$ cat src/rtl/audio_ring_fifo_ctrl.sv
// Ring FIFO controller for an external simple dual-port RAM, streaming through a 2-entry output buffer.
// Latency: a write in cycle w is visible as m_valid in cycle w+3 when empty; 1 word/cycle sustained.
// Backpressure: s_ready drops only when the RAM itself holds DEPTH words; m_ready low parks up to 2 words in the buffer.
module audio_ring_fifo_ctrl #(
  parameter int ADDR_WIDTH    = 10,
  parameter int DATA_WIDTH    = 9,
  parameter int AFULL_THRESH  = 960,
  parameter int AEMPTY_THRESH = 32
) (
  input  logic                  clk,
  input  logic                  rst,
  input  logic                  flush,
  input  logic [DATA_WIDTH-1:0] s_data,
  input  logic                  s_valid,
  output logic                  s_ready,
  output logic [DATA_WIDTH-1:0] m_data,
  output logic                  m_valid,
  input  logic                  m_ready,
  output logic [ADDR_WIDTH+1:0] level,
  output logic                  almost_full,
  output logic                  almost_empty,
  output logic [DATA_WIDTH-1:0] ram_wr_data,
  output logic [ADDR_WIDTH-1:0] ram_wr_addr,
  output logic                  ram_wr_en,
  output logic [ADDR_WIDTH-1:0] ram_rd_addr,
  input  logic [DATA_WIDTH-1:0] ram_rd_data
);

  localparam int LW = ADDR_WIDTH + 2;
  localparam logic [ADDR_WIDTH:0] DEPTH_C = {1'b1, {ADDR_WIDTH{1'b0}}};

  typedef enum logic [1:0] {
    BUF_EMPTY = 2'd0,
    BUF_ONE   = 2'd1,
    BUF_TWO   = 2'd2
  } buf_state_e;

  logic [ADDR_WIDTH-1:0] wr_ptr_q, wr_ptr_d;
  logic [ADDR_WIDTH-1:0] rd_ptr_q, rd_ptr_d;
  logic [ADDR_WIDTH:0]   ram_count_q, ram_count_d;
  logic                  fetch_pend_q, fetch_pend_d;
  buf_state_e            buf_q, buf_d;
  logic [DATA_WIDTH-1:0] head_q, head_d;
  logic [DATA_WIDTH-1:0] tail_q, tail_d;

  logic       wr;
  logic       pop;
  logic       fetch_go;
  logic       capture;
  logic [2:0] slots_used;

  assign m_valid = (buf_q != BUF_EMPTY);
  assign m_data  = head_q;

  assign ram_wr_en   = wr;
  assign ram_wr_addr = wr_ptr_q;
  assign ram_wr_data = s_data;
  assign ram_rd_addr = rd_ptr_q;

  // Occupancy counts every word the block is responsible for, wherever it currently sits.
  assign level        = LW'(ram_count_q) + LW'(fetch_pend_q) + LW'(buf_q);
  assign almost_full  = (level >= LW'(AFULL_THRESH));
  assign almost_empty = (level <= LW'(AEMPTY_THRESH));

  // Handshake and fetch decisions; a fetch is issued only if its word will have a buffer slot on arrival.
  always_comb begin
    s_ready    = (ram_count_q < DEPTH_C) && !flush;
    wr         = s_valid && s_ready;
    pop        = m_valid && m_ready;
    slots_used = 3'(fetch_pend_q) + 3'(buf_q) - 3'(pop);
    fetch_go   = (ram_count_q != '0) && (slots_used < 3'd2) && !flush;
    capture    = fetch_pend_q && !flush;
  end

  // Pointer, RAM occupancy and in-flight fetch next state; flush returns everything to empty.
  always_comb begin
    wr_ptr_d     = wr_ptr_q;
    rd_ptr_d     = rd_ptr_q;
    ram_count_d  = ram_count_q;
    fetch_pend_d = fetch_go;
    if (wr) begin
      wr_ptr_d = wr_ptr_q + ADDR_WIDTH'(1);
    end
    if (fetch_go) begin
      rd_ptr_d = rd_ptr_q + ADDR_WIDTH'(1);
    end
    case ({wr, fetch_go})
      2'b10:   ram_count_d = ram_count_q + (ADDR_WIDTH+1)'(1);
      2'b01:   ram_count_d = ram_count_q - (ADDR_WIDTH+1)'(1);
      default: ram_count_d = ram_count_q;
    endcase
    if (flush) begin
      wr_ptr_d     = '0;
      rd_ptr_d     = '0;
      ram_count_d  = '0;
      fetch_pend_d = 1'b0;
    end
  end

  // Output buffer next state: head_q is always the oldest word, tail_q the one behind it.
  always_comb begin
    buf_d  = buf_q;
    head_d = head_q;
    tail_d = tail_q;
    case (buf_q)
      BUF_EMPTY: begin
        if (capture) begin
          head_d = ram_rd_data;
          buf_d  = BUF_ONE;
        end
      end
      BUF_ONE: begin
        if (capture && pop) begin
          head_d = ram_rd_data;
        end else if (capture) begin
          tail_d = ram_rd_data;
          buf_d  = BUF_TWO;
        end else if (pop) begin
          buf_d = BUF_EMPTY;
        end
      end
      BUF_TWO: begin
        if (pop) begin
          head_d = tail_q;
          buf_d  = BUF_ONE;
        end
      end
      default: buf_d = BUF_EMPTY;
    endcase
    if (flush) begin
      buf_d = BUF_EMPTY;
    end
  end

  // State registers with synchronous reset.
  always_ff @(posedge clk) begin
    if (rst) begin
      wr_ptr_q     <= '0;
      rd_ptr_q     <= '0;
      ram_count_q  <= '0;
      fetch_pend_q <= 1'b0;
      buf_q        <= BUF_EMPTY;
      head_q       <= '0;
      tail_q       <= '0;
    end else begin
      wr_ptr_q     <= wr_ptr_d;
      rd_ptr_q     <= rd_ptr_d;
      ram_count_q  <= ram_count_d;
      fetch_pend_q <= fetch_pend_d;
      buf_q        <= buf_d;
      head_q       <= head_d;
      tail_q       <= tail_d;
    end
  end

  // A fetch landing while both entries are occupied would overwrite an unread sample.
  a_no_capture_in_two: assert property (@(posedge clk) disable iff (rst)
    !(fetch_pend_q && (buf_q == BUF_TWO)));

endmodule

$ cat config.mk
export PLATFORM = sky130hd
export DESIGN_NAME = audio_ring_fifo_ctrl
export DESIGN_NICKNAME = d
export VERILOG_FILES = /design/src/rtl/audio_ring_fifo_ctrl.sv
export SDC_FILE = /design/constraint.sdc
export NUM_CORES = 1
export LEC_CHECK = 0
export ABC_AREA = 1
export CAP_MARGIN = 20
export CORE_MARGIN = 2
export CORE_UTILIZATION = 29
export DETAILED_ROUTE_END_ITERATION = 7
export SLEW_MARGIN = 20
export SYNTH_ARGS = -nofsm -noshare
export SYNTH_HDL_FRONTEND = slang
export SYNTH_SLANG_ARGS = --single-unit
$ cat constraint.sdc
create_clock -name clk -period 4.75 [get_ports clk]
set_input_delay 0.95 -clock clk [delete_from_list [all_inputs] [get_ports clk]]
set_output_delay 0.95 -clock clk [all_outputs]
set_load 0.02 [all_outputs]
=== Yosys cells after proc, flatten, opt, wreduce, memory -nomap -nowiden ===
Cells that the tools add are included.

* Flip-flop bits (word level): 52
* Output and inout port bits: 55
* Word-level logic and storage cells: 57

* Equal/unequal tests: 9
* Muxes and demuxes: 11
* Reduce and logical (&&, ||, !) cells: 17
* Bitwise operators: 1
* Add/subtract/negate cells: 8
* Magnitude comparators: 4

{| class="wikitable"
|+ Operators by type and width
! kind !! number
|-
| $mux W9 || 3
|-
| $pmux W9 S3 || 1
|-
| $pmux W11 S2 || 1
|-
| $add A10 B1 Y10 const B || 2
|-
| $add A11 B1 Y12 || 1
|-
| $add A12 B2 Y12 || 1
|-
| $ge A12 B10 Y1 const B || 1
|-
| $le A12 B6 Y1 const B || 1
|-
| $add A11 B1 Y11 const B || 1
|-
| $lt A11 B11 Y1 const B || 1
|-
| $reduce_bool A11 Y1 || 1
|-
| $sub A11 B1 Y11 const B || 1
|-
| $mux W2 || 5
|-
| $ne A2 B2 Y1 const B || 4
|-
| $reduce_and A4 Y1 || 2
|-
| $logic_and A1 B1 Y1 || 7
|-
| $pmux W2 S3 || 1
|-
| $eq A2 B1 Y1 const B || 2
|-
| $eq A2 B2 Y1 const B || 2
|-
| $reduce_bool A2 Y1 || 2
|-
| $add A1 B2 Y3 || 1
|-
| $lt A3 B2 Y1 const B || 1
|-
| $ne A3 B3 Y1 const B || 1
|-
| $reduce_and A3 Y1 || 1
|-
| 6 further kinds || 6
|}

=== Logic depth before layout (Yosys ltp) ===
* Depth after elaboration: 8
* Gate-level depth with buffers: 22

=== Least setup slack after synthesis ===
No wires, ideal clock.

* Kind: input port to flip-flop
* From: input port m_ready
* To: register ram_count_q[6]
* Slack: 0.775 ns
* Buffers on the path: 1
* Arrival time: 3.919 ns
* Required time: 4.694 ns
* Cell stages on the path: 19
* Cells stage by stage: inv_1 -> a21oi_1 -> ha_1 -> or2_2 -> fa_1 -> nand4_1 -> nor2_2 -> buf_4 -> ha_1 -> inv_1 -> fa_1 -> inv_1 -> nand3_1 -> nand3_1 -> nand2_1 -> a21o_1 -> nand3_1 -> nand2_1 -> inv_1

* Longest elaborated chain between the ends: 7
* Elaborated cells on any way between the ends: 9
* Those cells by class: 1 x add/sub; 1 x order compare; 2 x eq/ne; 1 x mux; 4 x reduce/logical

{| class="wikitable"
|+ RTL lines
! element !! RTL line !! text
|-
| start, declared || 18 || <nowiki>input logic m_ready,</nowiki>
|-
| $logic_and A1 B1 Y1 (*) || 69 || <nowiki>pop = m_valid && m_ready;</nowiki>
|-
| $sub A3 B1 Y3 (*) || 70 || <nowiki>slots_used = 3'(fetch_pend_q) + 3'(buf_q) - 3'(pop);</nowiki>
|-
| $lt A3 B2 Y1 (*) || 71 || <nowiki>fetch_go = (ram_count_q != '0) && (slots_used < 3'd2) && !flush;</nowiki>
|-
| $logic_and A1 B1 Y1 (*) (2 in a row) || 71 ||
|-
| net fetch_go || 48 || <nowiki>logic fetch_go;</nowiki>
|-
| $eq A2 B1 Y1 / $eq A2 B2 Y1 (equally long branches) || 87 || <nowiki>case ({wr, fetch_go})</nowiki>
|-
| $pmux W11 S2 / $reduce_bool A2 Y1 (equally long branches) || - ||
|-
| end signal, assigned || 148 || <nowiki>ram_count_q <= ram_count_d;</nowiki>
|-
| end, declared || 40 || <nowiki>logic [ADDR_WIDTH:0] ram_count_q, ram_count_d;</nowiki>
|}

The timed path passes the listed nets; every way through them passes the cells marked *.
A chain may end at the register's enable or synchronous reset.

=== Worst setup path after layout ===
* From: input port m_ready
* To: register ram_count_q[10]

* Longest elaborated chain between the ends: 7
* Elaborated cells on any way between the ends: 9
* Those cells by class: 1 x add/sub; 1 x order compare; 2 x eq/ne; 1 x mux; 4 x reduce/logical

{| class="wikitable"
|+ RTL lines
! element !! RTL line
|-
| $logic_and A1 B1 Y1 (*) || 69
|-
| $sub A3 B1 Y3 (*) || 70
|-
| $lt A3 B2 Y1 (*) || 71
|-
| $logic_and A1 B1 Y1 (*) (2 in a row) || 71
|-
| $eq A2 B1 Y1 / $eq A2 B2 Y1 (equally long branches) || 87
|-
| $pmux W11 S2 / $reduce_bool A2 Y1 (equally long branches) || -
|}

Mark *: on every way between the ends. The rest lies on a longest branch, timed or not.

==> results.py <==
metrics = {
    "outcome": {
        "status": "complete, no violations",
    },
    "detailed_routing": {
        "highest-signal-layer": "met4",
        "vias_per_cell": 4.55,
        "firstDrtPassIters": 4,
        "wirelength_um": 8100,
        "wire_per_inst_um": 11.4,
        "drtIter0Drc": 217,
        "drt-met1-wl_um": 3900,
        "drtAntennaViolNets": 0,
        "met3WireLength_um": 292,
        "route.detailed.drc": 0,
        "wl_met2_um": 3810,
        "vias": 3231,
    },
    "logic_synthesis": {
        "yosysTopAreaCell": "dfxtp_1",
        "yosys-top-cells-area": "dfxtp_1 31%, nand2_1 14%, inv_1 8.0%",
        "ys_seq_area_share_pct": 31.1,
        "ys.flop_type": "dfxtp_1",
        "mappedNetlistArea_mm2": 0.00335,
        "ys_warn_count": 0,
        "synth_cells": 515,
        "syn_area_per_cell_um2": 6.50,
        "ys_top_cells_by_count": "127 x nand2_1, 71 x inv_1, 63 x nor2_1, 52 x dfxtp_1",
        "yosysMostFrequentCell": "nand2_1",
        "synth-edff-count": 0,
        "synthArstFlopShare_pct": 0,
        "synth_cell_types": 34,
        "ys_seq_elements": 52,
        "syn-num-nets": 556,
        "synth_top_area_share_pct": 31.1,
    },
    "floorplanning": {
        "ioPinCount": 78,
        "die_x_um": 111,
        "rows": 39,
        "core_mm2": 0.0113,
        "dieArea_mm2": 0.0124,
        "initial_core_util_pct": 29.6,
        "dieHeight_um": 111,
    },
    "timing": {
        "fin_tns_setup_ps": 0,
        "setup_viol": 0,
        "fin_crit_ps": 4420,
        "rsz0062_at_grt": "false",
        "max_slew.worst_pin.slew_ps": 836,
        "skew_ps": 5.67,
        "slew_headroom_pct": 44.2,
        "drv_slew": 0,
        "hold_viol": 0,
        "fin_crit_sh_pct": 93.0,
        "fmax_mhz": 226,
    },
    "clocking": {
        "cts_max_path_buffers": 2,
        "clk_pin_slew_ps": 70,
        "h-tree-depth": 2,
        "cts_hold_buf": 0,
        "insertion_delay_ps": 290,
        "post_cts_buffers": 0,
        "tritoncts": "yes",
        "cts_buffers": 5,
        "clock_sinks": 52,
        "cts-root-buf": "clkbuf_16",
        "cts_resized": 0,
    },
    "place": {
        "placed_cells": 702,
        "dpl.hpwl_um": 6290,
        "portBuffers": 59,
        "gp_congestion": 0.825,
    },
    "layout": {
        "area_growth_pct": 25.4,
        "fin_cells": 710,
        "antenna_cells": 0,
        "drive_gt1_share_pct": 5.82,
        "nets": 607,
    },
    "power": {
        "ir_drop_v": 0.000179,
        "power_density_mw_per_mm2": 442,
        "p_leak_nw": 1.82,
        "p_total_mw": 1.85,
    },
    "global_route": {
        "grt_overflow": 0,
        "grt_pass1_vias": 2939,
        "grt_pass1_wl_um": 13700,
        "grt_start_max_net_pins": 21,
        "grt_util_all_layers_pct": 13.0,
        "antenna_found_initial": 0,
    },
    "critical_path": {
        "start_kind": "primary input",
        "cp.arrival_ps": 4610,
        "path_class": "in2reg",
        "worstPathRequired_ps": 4940,
        "crit_fanout": 8,
        "end_kind": "flop",
    },
    "min_path": {
        "min_path_type": "reg2reg",
    },
    "flow_run": {
        "drv_cap": 0,
    },
}
[state kept, by name, summed over array words and instances (netlist names)]
name	cells
buf_q	2
fetch_pend_q	1
m_data	9
ram_count_q	11
ram_rd_addr	10
ram_wr_addr	10
tail_q	9
[cell type report]
| type | instances | area [µm²] |
|---|---|---|
| Timing Repair Buffer | 62 | 613 |
| Fill cell | 1206 | 7130 |
| Multi-Input combinational cell | 368 | 1900 |
| Clock inverter | 2 | 38.8 |
| Inverter | 77 | 294 |
| Sequential cell | 52 | 1040 |
| Tap cell | 143 | 179 |
| Clock buffer | 6 | 129 |
[worst max-delay path, stage by stage]
cell and delay [ps]:
clkdlybuf4s50_1 510, inv_1 80, a21oi_1 120, ha_1 230, or2_2 300, fa_1 490, nand4_1 130, nor2_2 160
ha_1 360, buf_4 200, ha_1 280, nand2_1 90, nand2_1 70, a21oi_1 260, nand3_1 130, nand2_1 70
nand3_1 60, nand2_1 60, inv_1 40
[logic make-up (layout without fill, tap and decap cells)]
| group | count (synthesis) | in the layout | synth area share (%) |
|---|---|---|---|
| compound gates | 85 | 85 | 13.0 |
| xor+xnor | 13 | 13 | 3.63 |
| fa+ha+maj | 18 | 18 | 7.63 |
| buf+inv | 95 | 147 | 12.1 |
| flops | 52 | 52 | 31.1 |
| simple gates | 252 | 252 | 32.5 |
[report_power, final]
group,internal (mW),switching (mW)
Clock,0.251,0.166
Sequential,0.482,0.0637
Combinational,0.345,0.547
[path summary, 6_finish.rpt]
path | from | to | slack, ps | cells after the start
max reg2reg | buf_q[1] | ram_count_q[10] | 890 | 18
min reg2reg | tail_q[3] | tail_q[3] | 450 | 2
min | tail_q[3] | tail_q[3] | 450 | 2
max | m_ready | ram_count_q[10] | 330 | 19
[per-stage QoR]
step                      utilization [%]  cell area, µm²  hold WS (ps)  worst slack (ps)
after floorplan                         -            3350           424               775
after global placement               35.6            4030           435               189
after detailed placement             35.6            4030           445               102
after CTS                            37.1            4200           455               382
after global routing                 37.1            4200           483               115
final                                37.1            4200           452               334
[layer usage]
layer	vias to the layer above	global-route usage, %
met1	1452	17.1
li1	1720	-
met4	0	3.62
met2	53	22.0
met5	-	0
met3	6	2.50
[cell usage in the layout, fill, tap and decap left out, types with 2 or more instances in the layout]
cell type        Yosys  layout
clkdlybuf4s50_1      0      59
nor2_4               2       2
nand3_1             33      33
xnor2_1              6       6
inv_2                4       4
o21ai_1              3       3
inv_1               71      71
a21oi_1             39      39
o21ai_0             39      39
nor2_2               6       6
inv_6                1       2
nand2_1            127     127
dfxtp_1             52      52
ha_1                14      14
a21o_1               2       2
nor2_1              63      63
nand4_1              7       7
nand2_4              2       2
fa_1                 4       4
nand2_2              5       5
buf_4               10       3
clkbuf_16            0       5
xor2_1               6       6
nor3_1               2       2
(Power assumes the default switching activity.)
